## src/rtl/ram_cmd_arbiter.sv

```systemverilog
// ram_cmd_arbiter: shares the RAM command port between two requesters.
// Each accepted transaction becomes an address command followed by a data
// or read command. Reads then wait, with a timeout, for RAM read data, and
// every transaction ends with a one-cycle response to its owner.
//
// Handshake: a request transfers in the cycle where reqN_valid & reqN_ready
// are both high. reqN_ready is asserted only in IDLE, only for the granted
// requester, and it is the sole combinational output. rspN_* is a one-cycle
// pulse with no backpressure.
module ram_cmd_arbiter #(
   parameter int ADDR_WIDTH = 8,
   parameter int DATA_WIDTH = 8,
   parameter int TIMEOUT    = 4
) (
   input  logic                  clk,
   input  logic                  rstn,
   input  logic                  req0_valid,
   output logic                  req0_ready,
   input  logic                  req0_we,
   input  logic [ADDR_WIDTH-1:0] req0_addr,
   input  logic [DATA_WIDTH-1:0] req0_wdata,
   output logic                  rsp0_valid,
   output logic [DATA_WIDTH-1:0] rsp0_rdata,
   output logic                  rsp0_err,
   input  logic                  req1_valid,
   output logic                  req1_ready,
   input  logic                  req1_we,
   input  logic [ADDR_WIDTH-1:0] req1_addr,
   input  logic [DATA_WIDTH-1:0] req1_wdata,
   output logic                  rsp1_valid,
   output logic [DATA_WIDTH-1:0] rsp1_rdata,
   output logic                  rsp1_err,
   output logic [ADDR_WIDTH+1:0] ram_din,
   output logic                  ram_rx_valid,
   input  logic                  ram_tx_valid,
   input  logic [DATA_WIDTH-1:0] ram_dout,
   output logic                  busy,
   output logic                  owner,
   output logic [2:0]            state_dbg
);

   localparam int CW = (TIMEOUT > 2) ? $clog2(TIMEOUT) : 1;
   localparam logic [CW-1:0] CNT_LAST = CW'(TIMEOUT - 2);

   typedef enum logic [2:0] {
      S_IDLE = 3'd0,
      S_ADDR = 3'd1,
      S_DATA = 3'd2,
      S_WAIT = 3'd3,
      S_RESP = 3'd4
   } state_t;

   state_t                state, state_n;
   logic                  rr, rr_n;
   logic                  owner_q, owner_n;
   logic                  we_q, we_n;
   logic [ADDR_WIDTH-1:0] addr_q, addr_n;
   logic [DATA_WIDTH-1:0] wdata_q, wdata_n;
   logic [CW-1:0]         cnt, cnt_n;

   logic [ADDR_WIDTH+1:0] din_n;
   logic                  rxv_n;
   logic                  rsp_fire_n;
   logic [DATA_WIDTH-1:0] rsp_rd_n;
   logic                  rsp_err_n;

   logic                  any_req;
   logic                  grant;

   // Round-robin pick: rr breaks ties, a lone requester always wins.
   always_comb begin
      any_req    = req0_valid | req1_valid;
      grant      = (req0_valid & req1_valid) ? rr : req1_valid;
      req0_ready = (state == S_IDLE) & req0_valid & ~grant;
      req1_ready = (state == S_IDLE) & req1_valid & grant;
   end

   // Next-state, captured transaction fields and next registered outputs.
   always_comb begin
      state_n    = state;
      rr_n       = rr;
      owner_n    = owner_q;
      we_n       = we_q;
      addr_n     = addr_q;
      wdata_n    = wdata_q;
      cnt_n      = cnt;
      din_n      = '0;
      rxv_n      = 1'b0;
      rsp_fire_n = 1'b0;
      rsp_rd_n   = '0;
      rsp_err_n  = 1'b0;
      case (state)
         S_IDLE: begin
            if (any_req) begin
               owner_n = grant;
               we_n    = grant ? req1_we    : req0_we;
               addr_n  = grant ? req1_addr  : req0_addr;
               wdata_n = grant ? req1_wdata : req0_wdata;
               rxv_n   = 1'b1;
               din_n   = {(we_n ? 2'b00 : 2'b10), addr_n};
               state_n = S_ADDR;
            end
         end
         S_ADDR: begin
            rxv_n   = 1'b1;
            din_n   = we_q ? {2'b01, ADDR_WIDTH'(wdata_q)} : {2'b11, {ADDR_WIDTH{1'b0}}};
            state_n = S_DATA;
         end
         S_DATA: begin
            cnt_n = '0;
            if (we_q) begin
               rsp_fire_n = 1'b1;
               state_n    = S_RESP;
            end else begin
               state_n = S_WAIT;
            end
         end
         S_WAIT: begin
            if (ram_tx_valid) begin
               rsp_fire_n = 1'b1;
               rsp_rd_n   = ram_dout;
               state_n    = S_RESP;
            end else if (cnt == CNT_LAST) begin
               rsp_fire_n = 1'b1;
               rsp_err_n  = 1'b1;
               state_n    = S_RESP;
            end else begin
               cnt_n = cnt + 1'b1;
            end
         end
         S_RESP: begin
            rr_n    = ~owner_q;
            state_n = S_IDLE;
         end
         default: state_n = S_IDLE;
      endcase
   end

   // State, transaction fields and all registered outputs; reset aborts.
   always_ff @(posedge clk) begin
      if (!rstn) begin
         state        <= S_IDLE;
         rr           <= 1'b0;
         owner_q      <= 1'b0;
         we_q         <= 1'b0;
         addr_q       <= '0;
         wdata_q      <= '0;
         cnt          <= '0;
         ram_din      <= '0;
         ram_rx_valid <= 1'b0;
         rsp0_valid   <= 1'b0;
         rsp0_rdata   <= '0;
         rsp0_err     <= 1'b0;
         rsp1_valid   <= 1'b0;
         rsp1_rdata   <= '0;
         rsp1_err     <= 1'b0;
      end else begin
         state        <= state_n;
         rr           <= rr_n;
         owner_q      <= owner_n;
         we_q         <= we_n;
         addr_q       <= addr_n;
         wdata_q      <= wdata_n;
         cnt          <= cnt_n;
         ram_din      <= din_n;
         ram_rx_valid <= rxv_n;
         rsp0_valid   <= rsp_fire_n & ~owner_q;
         rsp0_rdata   <= (rsp_fire_n & ~owner_q) ? rsp_rd_n : '0;
         rsp0_err     <= rsp_fire_n & ~owner_q & rsp_err_n;
         rsp1_valid   <= rsp_fire_n & owner_q;
         rsp1_rdata   <= (rsp_fire_n & owner_q) ? rsp_rd_n : '0;
         rsp1_err     <= rsp_fire_n & owner_q & rsp_err_n;
      end
   end

   // Status taps derived directly from registers.
   always_comb begin
      busy      = (state != S_IDLE);
      owner     = owner_q;
      state_dbg = state;
   end

endmodule

```

## config.mk

```make
export PLATFORM = sky130hd
export DESIGN_NAME = ram_cmd_arbiter
export DESIGN_NICKNAME = d
export VERILOG_FILES = /design/src/rtl/ram_cmd_arbiter.sv
export SDC_FILE = /design/constraint.sdc
export NUM_CORES = 1
export LEC_CHECK = 0
export CAP_MARGIN = 10
export CORE_MARGIN = 10
export CORE_UTILIZATION = 40
export DETAILED_ROUTE_END_ITERATION = 7
export PLACE_DENSITY = 0.77
export SLEW_MARGIN = 5
export SYNTH_ARGS = -nofsm -noshare
export SYNTH_HDL_FRONTEND = slang
export SYNTH_SLANG_ARGS = --single-unit
```

## constraint.sdc

```tcl
create_clock -name clk -period 4 [get_ports clk]
set_input_delay 0.8 -clock clk [delete_from_list [all_inputs] [get_ports clk]]
set_output_delay 0.8 -clock clk [all_outputs]
set_load 0.01 [all_outputs]
```

---- Word level (Yosys, flattened, before mapping) ----
Index checks and enable logic that the tools add are counted.
storage, ports and cells
  register bits ........................... 47
  bits of input ports ..................... 47
operators by class
  reduce and logical (&&, ||, !) cells .... 8
  bitwise gates (word level) .............. 12
  mux-type cells .......................... 26
  equal/unequal tests ..................... 9
  add/subtract/negate cells ............... 1
operators by type and width
  kind                                                             count
  8-bit two-way mux                                                4
  10-bit two-way mux                                               2
  10-bit one-hot mux with 2 select lines                           1
  3-bit two-way mux                                                4
  3-bit one-hot mux with 4 select lines                            1
  1-bit AND                                                        9
  1-bit two-way mux                                                8
  2-bit AND reduction                                              4
  3-bit by 2-bit == test with 1-bit output, second input constant  2
  2-bit two-way mux                                                3
  2-bit inequality test, second input constant                     3
  1-bit one-hot mux with 2 select lines                            2
  2-bit one-hot mux with 2 select lines                            1
  3-bit by 1-bit == test with 1-bit output, second input constant  1
  3-bit == test, second input constant                             1
  3-bit logical NOT                                                1
  3-bit inequality test, second input constant                     1
  3-bit AND reduction                                              1
  3-bit nonzero test                                               1
  2-bit by 1-bit adder with 2-bit output, second input constant    1
  2-bit == test, second input constant                             1
  1-bit NOT                                                        2
  2-bit nonzero test                                               1
  1-bit bitwise OR                                                 1

---- Logic depth before layout (Yosys ltp) ----
  word-level depth ........................ 6
  depth in mapped cells ................... 6
  depth with buffers taken out ............ 6

---- Least setup slack after synthesis ----
Ideal clock, no wire load.
  path type ............................... input to output
  start ................................... input port req0_valid
  end ..................................... output port req1_ready
  stages on the path ...................... 4
  arrival ................................. 1.395 ns
  buffers on the path ..................... 1
  data required time ...................... 3.200 ns
  slack ................................... 1.805 ns
  cells stage by stage .................... inv_1 -> o21ai_0 -> clkbuf_1 -> nor2_1
between the ends
  cells in the longest elaborated chain, start to end .. 3
ends and longest elaborated chain
  what               line  source
  from (decl)        17    input logic req0_valid,
  1-bit AND          73    grant = (req0_valid & req1_valid) ? rr : req1_valid;
  1-bit two-way mux  73
  1-bit AND          75    req1_ready = (state == S_IDLE) & req1_valid & grant;
  to (decl)          26    output logic req1_ready,
Every way passes these cells.

---- Worst setup path in the final report ----
  start ................................... input port req1_valid
  end ..................................... output port req0_ready
between the ends
  cells in the longest elaborated chain, start to end .. 4
ends and longest elaborated chain
  what                   line  source
  from (decl)            25    input logic req1_valid,
  1-bit AND              73
  1-bit two-way mux (*)  73
  1-bit NOT (*)          74    req0_ready = (state == S_IDLE) & req0_valid & ~grant;
  1-bit AND (*)          74
  to (decl)              18    output logic req0_ready,
Mark *: on every way between the ends. The rest lies on a longest branch, timed or not.

==> impl_metrics.py <==
metrics = {
    "outcome": {
        "outcome": "finished clean",
    },
    "routing": {
        "final_antenna_net_count": 0,
        "met2_length_um": 3062,
        "routed_wl_um": 5350,
        "maxUsedRoutingLayer": "met4",
        "dr_total_vias": 1634,
        "via_per_inst": 5.122,
        "met3RoutedLength_um": 193,
        "wl_per_cell_um": 16.77,
        "drt_iter0_drc": 113,
        "drc": 0,
        "wl_met1_um": 2001,
        "first_pass_iters": 4,
    },
    "layout": {
        "final_cell_area_um2": 2738,
        "instances_no_fill": 319,
        "layout-drive-gt1-share": 0.05948,
        "fillers": 340,
        "num-nets-final": 316,
        "syn_to_final_growth_pct": 57.07,
        "diodes": 0,
    },
    "setup_path": {
        "slowest_delay_ps": 550,
        "required_ps": 3200,
        "crit_path_end_kind": "primary output",
        "slowest_stage": "clkdlybuf4s50_1",
        "crit_type": "input pin to primary output",
        "crit_chain": "clkdlybuf4s50_1 -> nand2_1 -> nand2_1 -> nor2_1 -> clkdlybuf4s50_1",
        "start_kind": "input pin",
        "cp.arrival_ps": 2360,
        "crit_fanout": 10,
        "r2r_cells": 5,
    },
    "timing": {
        "max_slew.worst_pin.slew_ps": 611.2,
        "relSlewSlack": 0.5919,
        "finClkSkew_ps": 9.693,
        "rsz0062_at_grt": "no",
        "slew_viol_final": 0,
        "finalSetupViolCount": 0,
        "period_share": 0.7898,
        "finalHoldViolCount": 0,
        "fin_tns_setup_ps": 0,
        "fin_crit_ps": 3159,
        "fmax_mhz": 316.5,
    },
    "floorplanning": {
        "io-pin-count": 85,
        "rows": 23,
        "core_area_um2": 4115,
        "die_area_um2": 7398,
        "die_w_um": 86.01,
        "start_util": 0.4235,
        "dieHeight_um": 86.01,
    },
    "logic_synthesis": {
        "ys_seq_elements": 47,
        "synth_nets": 231,
        "yosys_warnings": 0,
        "netlist_instances": 183,
        "postSynthAreaPerCell_um2": 9.524,
        "synth_ff_type": "dfxtp_1",
        "syn_area_um2": 1743,
        "synth_cell_types": 34,
        "ys_seq_area_frac": 0.5398,
        "synth_enable_flop_cells": 0,
        "async_flop_share": 0,
    },
    "pwr": {
        "leakagePower_nw": 1.047,
        "power_density_nw_per_um2": 401.3,
        "ir_drop_uv": 259.6,
    },
    "cts": {
        "clk_latency_ps": 300,
        "cts_tree": "built",
        "cts_resized": 0,
        "path_clk_slew_ps": 80,
        "hold_buffers": 0,
        "htreeDepth": 2,
        "postCtsSetupBuffers": 0,
        "cts.sinks": 47,
        "cts_buffers": 5,
        "root_buffer": "clkbuf_8",
        "clockBufferDepth": 2,
    },
    "hold_path": {
        "hold_path.class": "flop to flop",
        "hold_depth": 1,
    },
    "placement": {
        "gp_congestion": 0.7979,
        "placed_cell_area_um2": 2620,
        "portBuffers": 84,
        "dp_cells": 311,
        "hpwl_um": 4159,
    },
    "flow_run": {
        "cap_violations": 0,
    },
    "global_routing": {
        "grt_max_degree": 25,
        "antenna_found_initial": 0,
        "grt.total_usage": 0.1454,
        "grt-ovfl-total": 0,
        "grt_pass1_vias": 1681,
        "grt_pass1_wl_um": 8680,
    },
}
==> area by class of cell <==
type | count | area [um^2] | share of cell area
inverter | 5 | 21.27 | 0.007770
timing repair buffer | 86 | 855.8 | 0.3126
tap | 50 | 62.56 | 0.02285
clock inverter | 2 | 35.03 | 0.01280
multi-input combinational | 123 | 739.5 | 0.2701
clock buffer | 6 | 82.58 | 0.03016
sequential | 47 | 940.9 | 0.3437
==> worst max-delay path: cells and delay by family <==
family	cells	cell delay (ps)
AND/OR/NAND/NOR	3	510
buffers and inverters	2	1050
==> final timing paths <==
kind | from | endpoint | slack (ps)
setup reg to reg | state_dbg[0] | owner | 2280
setup / recovery | req1_valid | req0_ready | 840
hold reg to reg | wdata_q[6] | ram_din[6] | 460
hold / removal | wdata_q[6] | ram_din[6] | 460
==> routing by layer <==
metal / vias to the layer above / global-route usage
li1: 819 / -
met1: 776 / 0.1502
met2: 32 / 0.2732
met3: 7 / 0.03217
met4: 0 / 0.05988
met5: - / 0
==> flip-flops by register name, summed over array words and instances (netlist names) <==
| name | cells |
|---|---|
| we_q | 1 |
| owner | 1 |
| rsp1_valid | 1 |
| ram_rx_valid | 1 |
| rr | 1 |
| state_dbg | 3 |
| rsp1_rdata | 8 |
| wdata_q | 8 |
| rsp0_valid | 1 |
| cnt | 2 |
| ram_din | 10 |
| rsp0_err | 1 |
| rsp1_err | 1 |
| rsp0_rdata | 8 |
==> cell families (layout without fill, tap and decap cells) <==
logic type	count (synthesis)	in the layout	share of synthesized area
buffers and inverters	13	99	0.03805
AO/OA/AOI/OAI	47	47	0.1680
adder cells (fa/ha/maj)	1	1	0.007178
multiplexers	10	10	0.05815
AND/OR/NAND/NOR	65	65	0.1888
flip-flops	47	47	0.5398
==> per-stage QoR <==
| step | total power, mW | setup slack, ps | utilization | hold WS (ps) |
|---|---|---|---|---|
| final | 1.099 | 840.6 | 0.6652 | 464.5 |
| after global routing | 1.148 | 767.1 | 0.6652 | 482.2 |
| after CTS | 1.103 | 846.6 | 0.6652 | 467.9 |
| after detailed placement | 0.7475 | 847.8 | 0.6367 | 443.7 |
| after global placement | 0.7422 | 902.6 | 0.6367 | 435.0 |
| after floorplan | 0.6344 | 1805 | - | 427.2 |
==> power breakdown <==
part / internal (mW) / switching, mW
Sequential: 0.500 / 0.0270
Clock: 0.202 / 0.160
Combinational: 0.115 / 0.0949
Total: 0.817 / 0.282
==> cell usage after synthesis (2+ instances only) <==
| master | instances | area share |
|---|---|---|
| clkbuf_1 | 3 | 0.0065 |
| nor2_1 | 28 | 0.060 |
| nand2b_1 | 2 | 0.0072 |
| nand4_1 | 2 | 0.0072 |
| o21ai_0 | 10 | 0.029 |
| and2_1 | 4 | 0.014 |
| o21ai_1 | 2 | 0.0057 |
| mux2i_1 | 9 | 0.052 |
| nor3_1 | 3 | 0.0086 |
| o2bb2ai_1 | 8 | 0.040 |
| inv_1 | 4 | 0.0086 |
| dfxtp_1 | 47 | 0.54 |
| nand2_1 | 13 | 0.028 |
| nor2b_1 | 3 | 0.011 |
| nand3_1 | 3 | 0.0086 |
| a21oi_1 | 10 | 0.029 |
| o22ai_1 | 12 | 0.043 |
| and3_1 | 2 | 0.0072 |
| buf_2 | 3 | 0.0086 |
==> cells in the final DEF (no fill, tap or decap), types with 3 or more instances in the layout <==
cell type        count
and2_1               4
inv_1                4
clkdlybuf4s50_1     84
o22ai_1             12
a21oi_1             10
nor2b_1              3
o21ai_0              9
nand3_1              3
nor3_1               3
nor2_1              28
clkbuf_8             6
nand2_1             13
mux2i_1              9
dfxtp_1             47
o2bb2ai_1            8
Note: power is estimated with default switching activity, not from simulation.
